## config.mk

```make
export PLATFORM = sky130hd
export DESIGN_NAME = lut_config_loader_flat
export DESIGN_NICKNAME = d
export VERILOG_FILES = /design/src/rtl/lut_config_loader_if.sv /design/src/rtl/lut_config_loader.sv /design/src/flat_wrapper.sv
export SDC_FILE = /design/constraint.sdc
export NUM_CORES = 1
export LEC_CHECK = 0
export CAP_MARGIN = 25
export CORE_ASPECT_RATIO = 2
export CORE_MARGIN = 2
export CORE_UTILIZATION = 55
export CTS_BUF_LIST = sky130_fd_sc_hd__clkbuf_2
export CTS_CLUSTER_DIAMETER = 40
export DETAILED_ROUTE_END_ITERATION = 8
export PLACE_DENSITY_LB_ADDON = 0.08
export SLEW_MARGIN = 5
export SYNTH_ARGS = -nofsm -noshare
export SYNTH_HDL_FRONTEND = slang
export SYNTH_SLANG_ARGS = --single-unit
```

## constraint.sdc

```tcl
create_clock -name clk -period 4.8 [get_ports clk]
set_clock_uncertainty 0.2 [all_clocks]
set_input_delay 0.96 -clock clk [delete_from_list [all_inputs] [get_ports clk]]
set_output_delay 0.96 -clock clk [all_outputs]
set_load 0.05 [all_outputs]
```

## src/rtl/lut_config_loader_if.sv

```systemverilog
// rtl/lut_config_loader_if.sv - bit-serial configuration stream handshake
//
// Carries the serial side of the LUT configuration loader.
//   cfg_start : one-cycle request to begin a new load (master -> slave)
//   cfg_valid : serial data qualifier                 (master -> slave)
//   cfg_data  : serial configuration bit, MSB first   (master -> slave)
//   cfg_ready : slave accepts cfg_data this cycle     (slave -> master)
interface lut_config_loader_if;
  logic cfg_start;
  logic cfg_valid;
  logic cfg_data;
  logic cfg_ready;

  modport master (
    output cfg_start,
    output cfg_valid,
    output cfg_data,
    input  cfg_ready
  );

  modport slave (
    input  cfg_start,
    input  cfg_valid,
    input  cfg_data,
    output cfg_ready
  );
endinterface

```

## src/rtl/lut_config_loader.sv

```systemverilog
// rtl/lut_config_loader.sv - serial-to-parallel fracturable LUT configuration loader
//
// Shifts a bit-serial configuration stream into the LUT's parallel word
// {use_fracture, first_lut, second_lut} and strobes comb_set once the word
// is complete.
//   clk, rst_n : clock and asynchronous active-low reset
//   cfg        : serial stream (cfg_start, cfg_valid, cfg_data, cfg_ready)
//   config_in  : parallel configuration word to the LUT (MSB = fracture bit)
//   comb_set   : one-cycle LUT configuration write strobe
//   busy       : high while shifting or committing
//   load_done  : one-cycle pulse coincident with comb_set
//   aborted    : one-cycle pulse after a load is restarted mid-shift
module lut_config_loader #(
  parameter int INPUTS    = 4,
  parameter int MEM_SIZE  = 2**INPUTS,
  parameter int CFG_WIDTH = 2*MEM_SIZE+1
) (
  input  logic                 clk,
  input  logic                 rst_n,
  lut_config_loader_if.slave   cfg,
  output logic [CFG_WIDTH-1:0] config_in,
  output logic                 comb_set,
  output logic                 busy,
  output logic                 load_done,
  output logic                 aborted
);

  localparam int CNT_W = $clog2(CFG_WIDTH+1);

  typedef enum logic [1:0] {
    S_IDLE   = 2'd0,
    S_SHIFT  = 2'd1,
    S_COMMIT = 2'd2
  } state_t;

  state_t           state, state_nxt;
  logic [CNT_W-1:0] bit_cnt;
  logic             accept;
  logic             restart;
  logic             cnt_clr;
  logic             last_bit;

  assign last_bit = (bit_cnt == CNT_W'(CFG_WIDTH-1));

  always_ff @(posedge clk or negedge rst_n) begin
    if (!rst_n) begin
      state <= S_IDLE;
    end else begin
      state <= state_nxt;
    end
  end

  always_comb begin
    state_nxt = state;
    accept    = 1'b0;
    restart   = 1'b0;
    cnt_clr   = 1'b0;
    case (state)
      S_IDLE: begin
        if (cfg.cfg_start) begin
          state_nxt = S_SHIFT;
          cnt_clr   = 1'b1;
        end
      end
      S_SHIFT: begin
        // A restart wins over a concurrent bit; that bit is dropped.
        if (cfg.cfg_start) begin
          restart = 1'b1;
          cnt_clr = 1'b1;
        end else if (cfg.cfg_valid) begin
          accept = 1'b1;
          if (last_bit) begin
            state_nxt = S_COMMIT;
            cnt_clr   = 1'b1;
          end
        end
      end
      S_COMMIT: begin
        state_nxt = S_IDLE;
        cnt_clr   = 1'b1;
      end
      default: begin
        state_nxt = S_IDLE;
        cnt_clr   = 1'b1;
      end
    endcase
  end

  // Datapath: config_in only moves on accepted bits, so it holds the last
  // committed word through COMMIT and IDLE.
  always_ff @(posedge clk or negedge rst_n) begin
    if (!rst_n) begin
      bit_cnt   <= '0;
      config_in <= '0;
    end else begin
      if (cnt_clr) begin
        bit_cnt <= '0;
      end else if (accept) begin
        bit_cnt <= bit_cnt + CNT_W'(1);
      end
      if (accept) begin
        config_in <= {config_in[CFG_WIDTH-2:0], cfg.cfg_data};
      end
    end
  end

  // Status outputs are registered from the next state so that they line up
  // with the state they describe and have no input-to-output path.
  always_ff @(posedge clk or negedge rst_n) begin
    if (!rst_n) begin
      cfg.cfg_ready <= 1'b0;
      busy          <= 1'b0;
      comb_set      <= 1'b0;
      load_done     <= 1'b0;
      aborted       <= 1'b0;
    end else begin
      cfg.cfg_ready <= (state_nxt == S_SHIFT);
      busy          <= (state_nxt != S_IDLE);
      comb_set      <= (state_nxt == S_COMMIT);
      load_done     <= (state_nxt == S_COMMIT);
      aborted       <= restart;
    end
  end

endmodule

```

## src/flat_wrapper.sv

```systemverilog
// flat-port wrapper written by rule: the top's interface ports become plain ports
module lut_config_loader_flat 
#(
  parameter int INPUTS    = 4,
  parameter int MEM_SIZE  = 2**INPUTS,
  parameter int CFG_WIDTH = 2*MEM_SIZE+1
)
  (clk, rst_n, config_in, comb_set, busy, load_done, aborted, cfg_cfg_start, cfg_cfg_valid, cfg_cfg_data, cfg_cfg_ready);
  lut_config_loader_if cfg_i ();
  input  logic clk;
  input  logic rst_n;
  output logic [CFG_WIDTH-1:0] config_in;
  output logic comb_set;
  output logic busy;
  output logic load_done;
  output logic aborted;
  input wire logic [$bits(cfg_i.cfg_start)-1:0] cfg_cfg_start;
  input wire logic [$bits(cfg_i.cfg_valid)-1:0] cfg_cfg_valid;
  input wire logic [$bits(cfg_i.cfg_data)-1:0] cfg_cfg_data;
  output wire logic [$bits(cfg_i.cfg_ready)-1:0] cfg_cfg_ready;
  assign cfg_i.cfg_start = cfg_cfg_start;
  assign cfg_i.cfg_valid = cfg_cfg_valid;
  assign cfg_i.cfg_data = cfg_cfg_data;
  assign cfg_cfg_ready = cfg_i.cfg_ready;
  lut_config_loader #(.INPUTS(INPUTS), .MEM_SIZE(MEM_SIZE), .CFG_WIDTH(CFG_WIDTH)) u_core (.clk(clk), .rst_n(rst_n), .cfg(cfg_i), .config_in(config_in), .comb_set(comb_set), .busy(busy), .load_done(load_done), .aborted(aborted));
endmodule
```

==> summary.txt <==
Clock network
  – Post-CTS Hold Buffers: 0
  – Clock Latency Late Sink: 0.41 ns
  – CTS tree: built
  – CTS max path bufs: 2
  – Cts repair resizes: 0
  – TritonCTS Buffers: 5
  – Clock-pin slew on the worst setup and hold paths: 0.22 ns
  – Number of clock sinks: 45
  – Max H-tree Level: 2
  – Post-CTS Setup Bufs: 0
  – CTS Root Cell: clkbuf_2

STA
  – Headroom to the max-slew limit: 0.509
  – Setup TNS: 0 ns
  – RSZ-0062 raised after global routing: no
  – Final setup vio count: 0
  – Slew Limit Fails: 0
  – Actual slew at the worst max-slew pin: 0.733 ns
  – Worst hold slack: 0.150 ns
  – Fin crit share: 0.617
  – Hold Vio Cnt, Final: 0
  – Final critical-path required period: 2.96 ns
  – F_max: 337 MHz

Power and ir drop
  – Pwr Density: 363 nW/um^2
  – VDD IR-drop max: 0.314 mV
  – Combinational power share: 0.244
  – Design Power: 0.842 mW
  – Pint: 0.557 mW
  – Clk pwr share: 0.245
  – Switching power: 0.285 mW
  – Sw Share: 0.339
  – Reg power frac: 0.511
  – Leakage power: 1.15 nW

Logic synthesis
  – Syn_area_per_cell: 9.20 um^2
  – Syn Inst Count: 196
  – Sequential share of the synthesized area: 0.625
  – Synth top area cells: dfrtp_1, nand2_1, buf_2
  – Yosys warning total: 0
  – Area share of the largest cell type after synthesis: 0.625
  – Synth cell types: 22
  – Synth Register Bits: 45
  – Largest area contributor in the netlist: dfrtp_1
  – Syn_nets: 203
  – Synthesized cell area: 1800 um^2

Route
  – Initial DRC Count: 40
  – Vias per Instance: 5.35
  – Final ANT Viol Nets: 0
  – Vias: 1440
  – DRT Pass-1 Iters: 4
  – DR DRC count: 0
  – WL/cell: 13.9 um
  – Final wirelength: 3750 um

Setup path
  – Worst EP required: 4.94 ns
  – Worst Setup End Kind: flip-flop
  – Delay-heaviest family, CP: simple AND/OR/NAND/NOR gates
  – Critical R2R Launch: u_core.state[1]$_DFF_PN0_
  – Worst-case reg-to-reg path depth: 3
  – CP max-delay cell: nand4bb_1
  – Largest fanout on the critical path: 20
  – CP Class: in2reg
  – R2r endpoint: u_core.bit_cnt[5]$_DFFE_PN0P_
  – Reg-to-reg setup timing slack: 2.43 ns
  – Worst path arrival time: 3.11 ns
  – Bufs and invs on worst path: 1
  – Critical path's largest stage delay: 0.74 ns
  – CP startpoint kind: input pin
  – Cell chain of the critical path: clkdlybuf4s50_1, nand4bb_1, or4_1, a21oi_1

Cells and area
  – Final Non-Filler Cells: 269
  – Final Util: 0.736
  – Nets@finish: 244
  – Synthesis-to-finish area growth: 28.8%
  – Fraction of layout cells with a size suffix above 1: 0.0504
  – Filler instances: 225
  – ANT cells: 0

Placed design
  – Placed Cells: 260
  – IO Port Bufs: 42
  – HPWL after detailed placement: 2600 um
  – GP Congestion: 0.777

Run status
  – Outcome: completed

GRT
  – Largest net degree at the start of global routing: 46
  – First-pass GRT wire length: 6200 um
  – Global Route Usage Sum: 0.222
  – Initial antenna violation count: 0
  – Total grt overflow: 0
  – Vias in the first global route: 1392

Floorplanning
  – Starting Density: 0.571
  – Full die area: 3780 um^2
  – FP Rows: 29
  – Die Y: 85.0 um
  – Die W: 44.5 um
  – Boundary pin count: 43
  – Total core area: 3160 um^2

Worst hold path
  – Worst Hold Class: in2async

Job
  – MaxCap Viol Count: 0
## cells by family (layout without fill, tap and decap cells)
group	Yosys count	after routing	share of synthesized area
flops	45	45	0.625
simple gates	122	122	0.283
compound gates	13	13	0.0437
fa+ha+maj	2	2	0.0139
buf+inv	14	56	0.0347
## synth_stat cells
library cell and instances:
o31ai_1 2, clkbuf_1 5, and3_1 1, or3_1 3
nand4bb_1 2, o21ai_0 4, dfrtp_1 45, nor4bb_1 1
nor2_1 3, a21oi_1 4, and3b_1 1, nand3_1 2
o2111ai_1 1, buf_4 1, or4_1 1, nand2_1 103
buf_2 5, nor4b_1 1, inv_1 3, ha_1 2
a21boi_0 2, nor3_1 4
## metrics by stage
stage / area, um^2 / setup WS [ns]
4_1_cts: 2300 / 1.88
3_5_place_dp: 2240 / 1.45
6_report: 2320 / 1.84
3_3_place_gp: 2240 / 1.53
5_1_grt: 2320 / 1.70
2_1_floorplan: 1800 / 2.64
## placed cells by master (no fill, tap or decap), types with 3 or more instances in the layout
cell and count:
nor2_1 3, clkbuf_2 5, o21ai_0 4, a21oi_1 4, or3_1 3, inv_1 3, nand2_1 103, clkdlybuf4s50_1 41
dfrtp_1 45, nor3_1 4
## flip-flops by register name, indices dropped and copies added (netlist names)
| register | cells |
|---|---|
| u_core.config_in | 33 |
| u_core.aborted | 1 |
| u_core.state | 2 |
| u_core.cfg.cfg_ready | 1 |
| u_core.busy | 1 |
| u_core.comb_set | 1 |
| u_core.bit_cnt | 6 |
## how the worst max path moves through the flow
stage,slack [ns],cells past startpoint,startpoint,endpoint
floorplan,2.64,4,cfg_cfg_start,u_core.bit_cnt[5]$_DFFE_PN0P_
global placement,1.53,4,cfg_cfg_start,u_core.bit_cnt[5]$_DFFE_PN0P_
detailed placement,1.45,4,cfg_cfg_start,u_core.bit_cnt[5]$_DFFE_PN0P_
CTS,1.88,4,cfg_cfg_start,u_core.bit_cnt[5]$_DFFE_PN0P_
global route,1.70,4,cfg_cfg_start,u_core.bit_cnt[5]$_DFFE_PN0P_
finish,1.84,4,cfg_cfg_start,u_core.bit_cnt[5]$_DFFE_PN0P_
## final cells by class
| type | count | area [um^2] | share of cell area |
|---|---|---|---|
| inverters | 3 | 11.3 | 0.00485 |
| clock buffers | 5 | 25.0 | 0.0108 |
| repair buffers | 45 | 450 | 0.194 |
| clock inverters | 3 | 41.3 | 0.0178 |
| multi-input cells | 137 | 629 | 0.271 |
| flip-flops and latches | 45 | 1130 | 0.485 |
| well taps | 31 | 38.8 | 0.0167 |
## per-layer routing
layer | share of wire | GRT usage | up-vias
met4 | 0.027 | 0.102 | 0
met1 | 0.38 | 0.250 | 692
met2 | 0.54 | 0.378 | 40
li1 | - | - | 699
met3 | 0.047 | 0.0532 | 9
met5 | 0 | 0 | -
## power by group through the flow
stage,sequential [mW],combinational (mW),clock (mW)
2_1_floorplan,0.529,0.0346,0
3_3_place_gp,0.435,0.203,0
3_5_place_dp,0.438,0.206,0
4_1_cts,0.430,0.206,0.214
5_1_grt,0.434,0.219,0.227
6_report,0.430,0.205,0.206
Note: power is estimated with default switching activity, not from simulation.
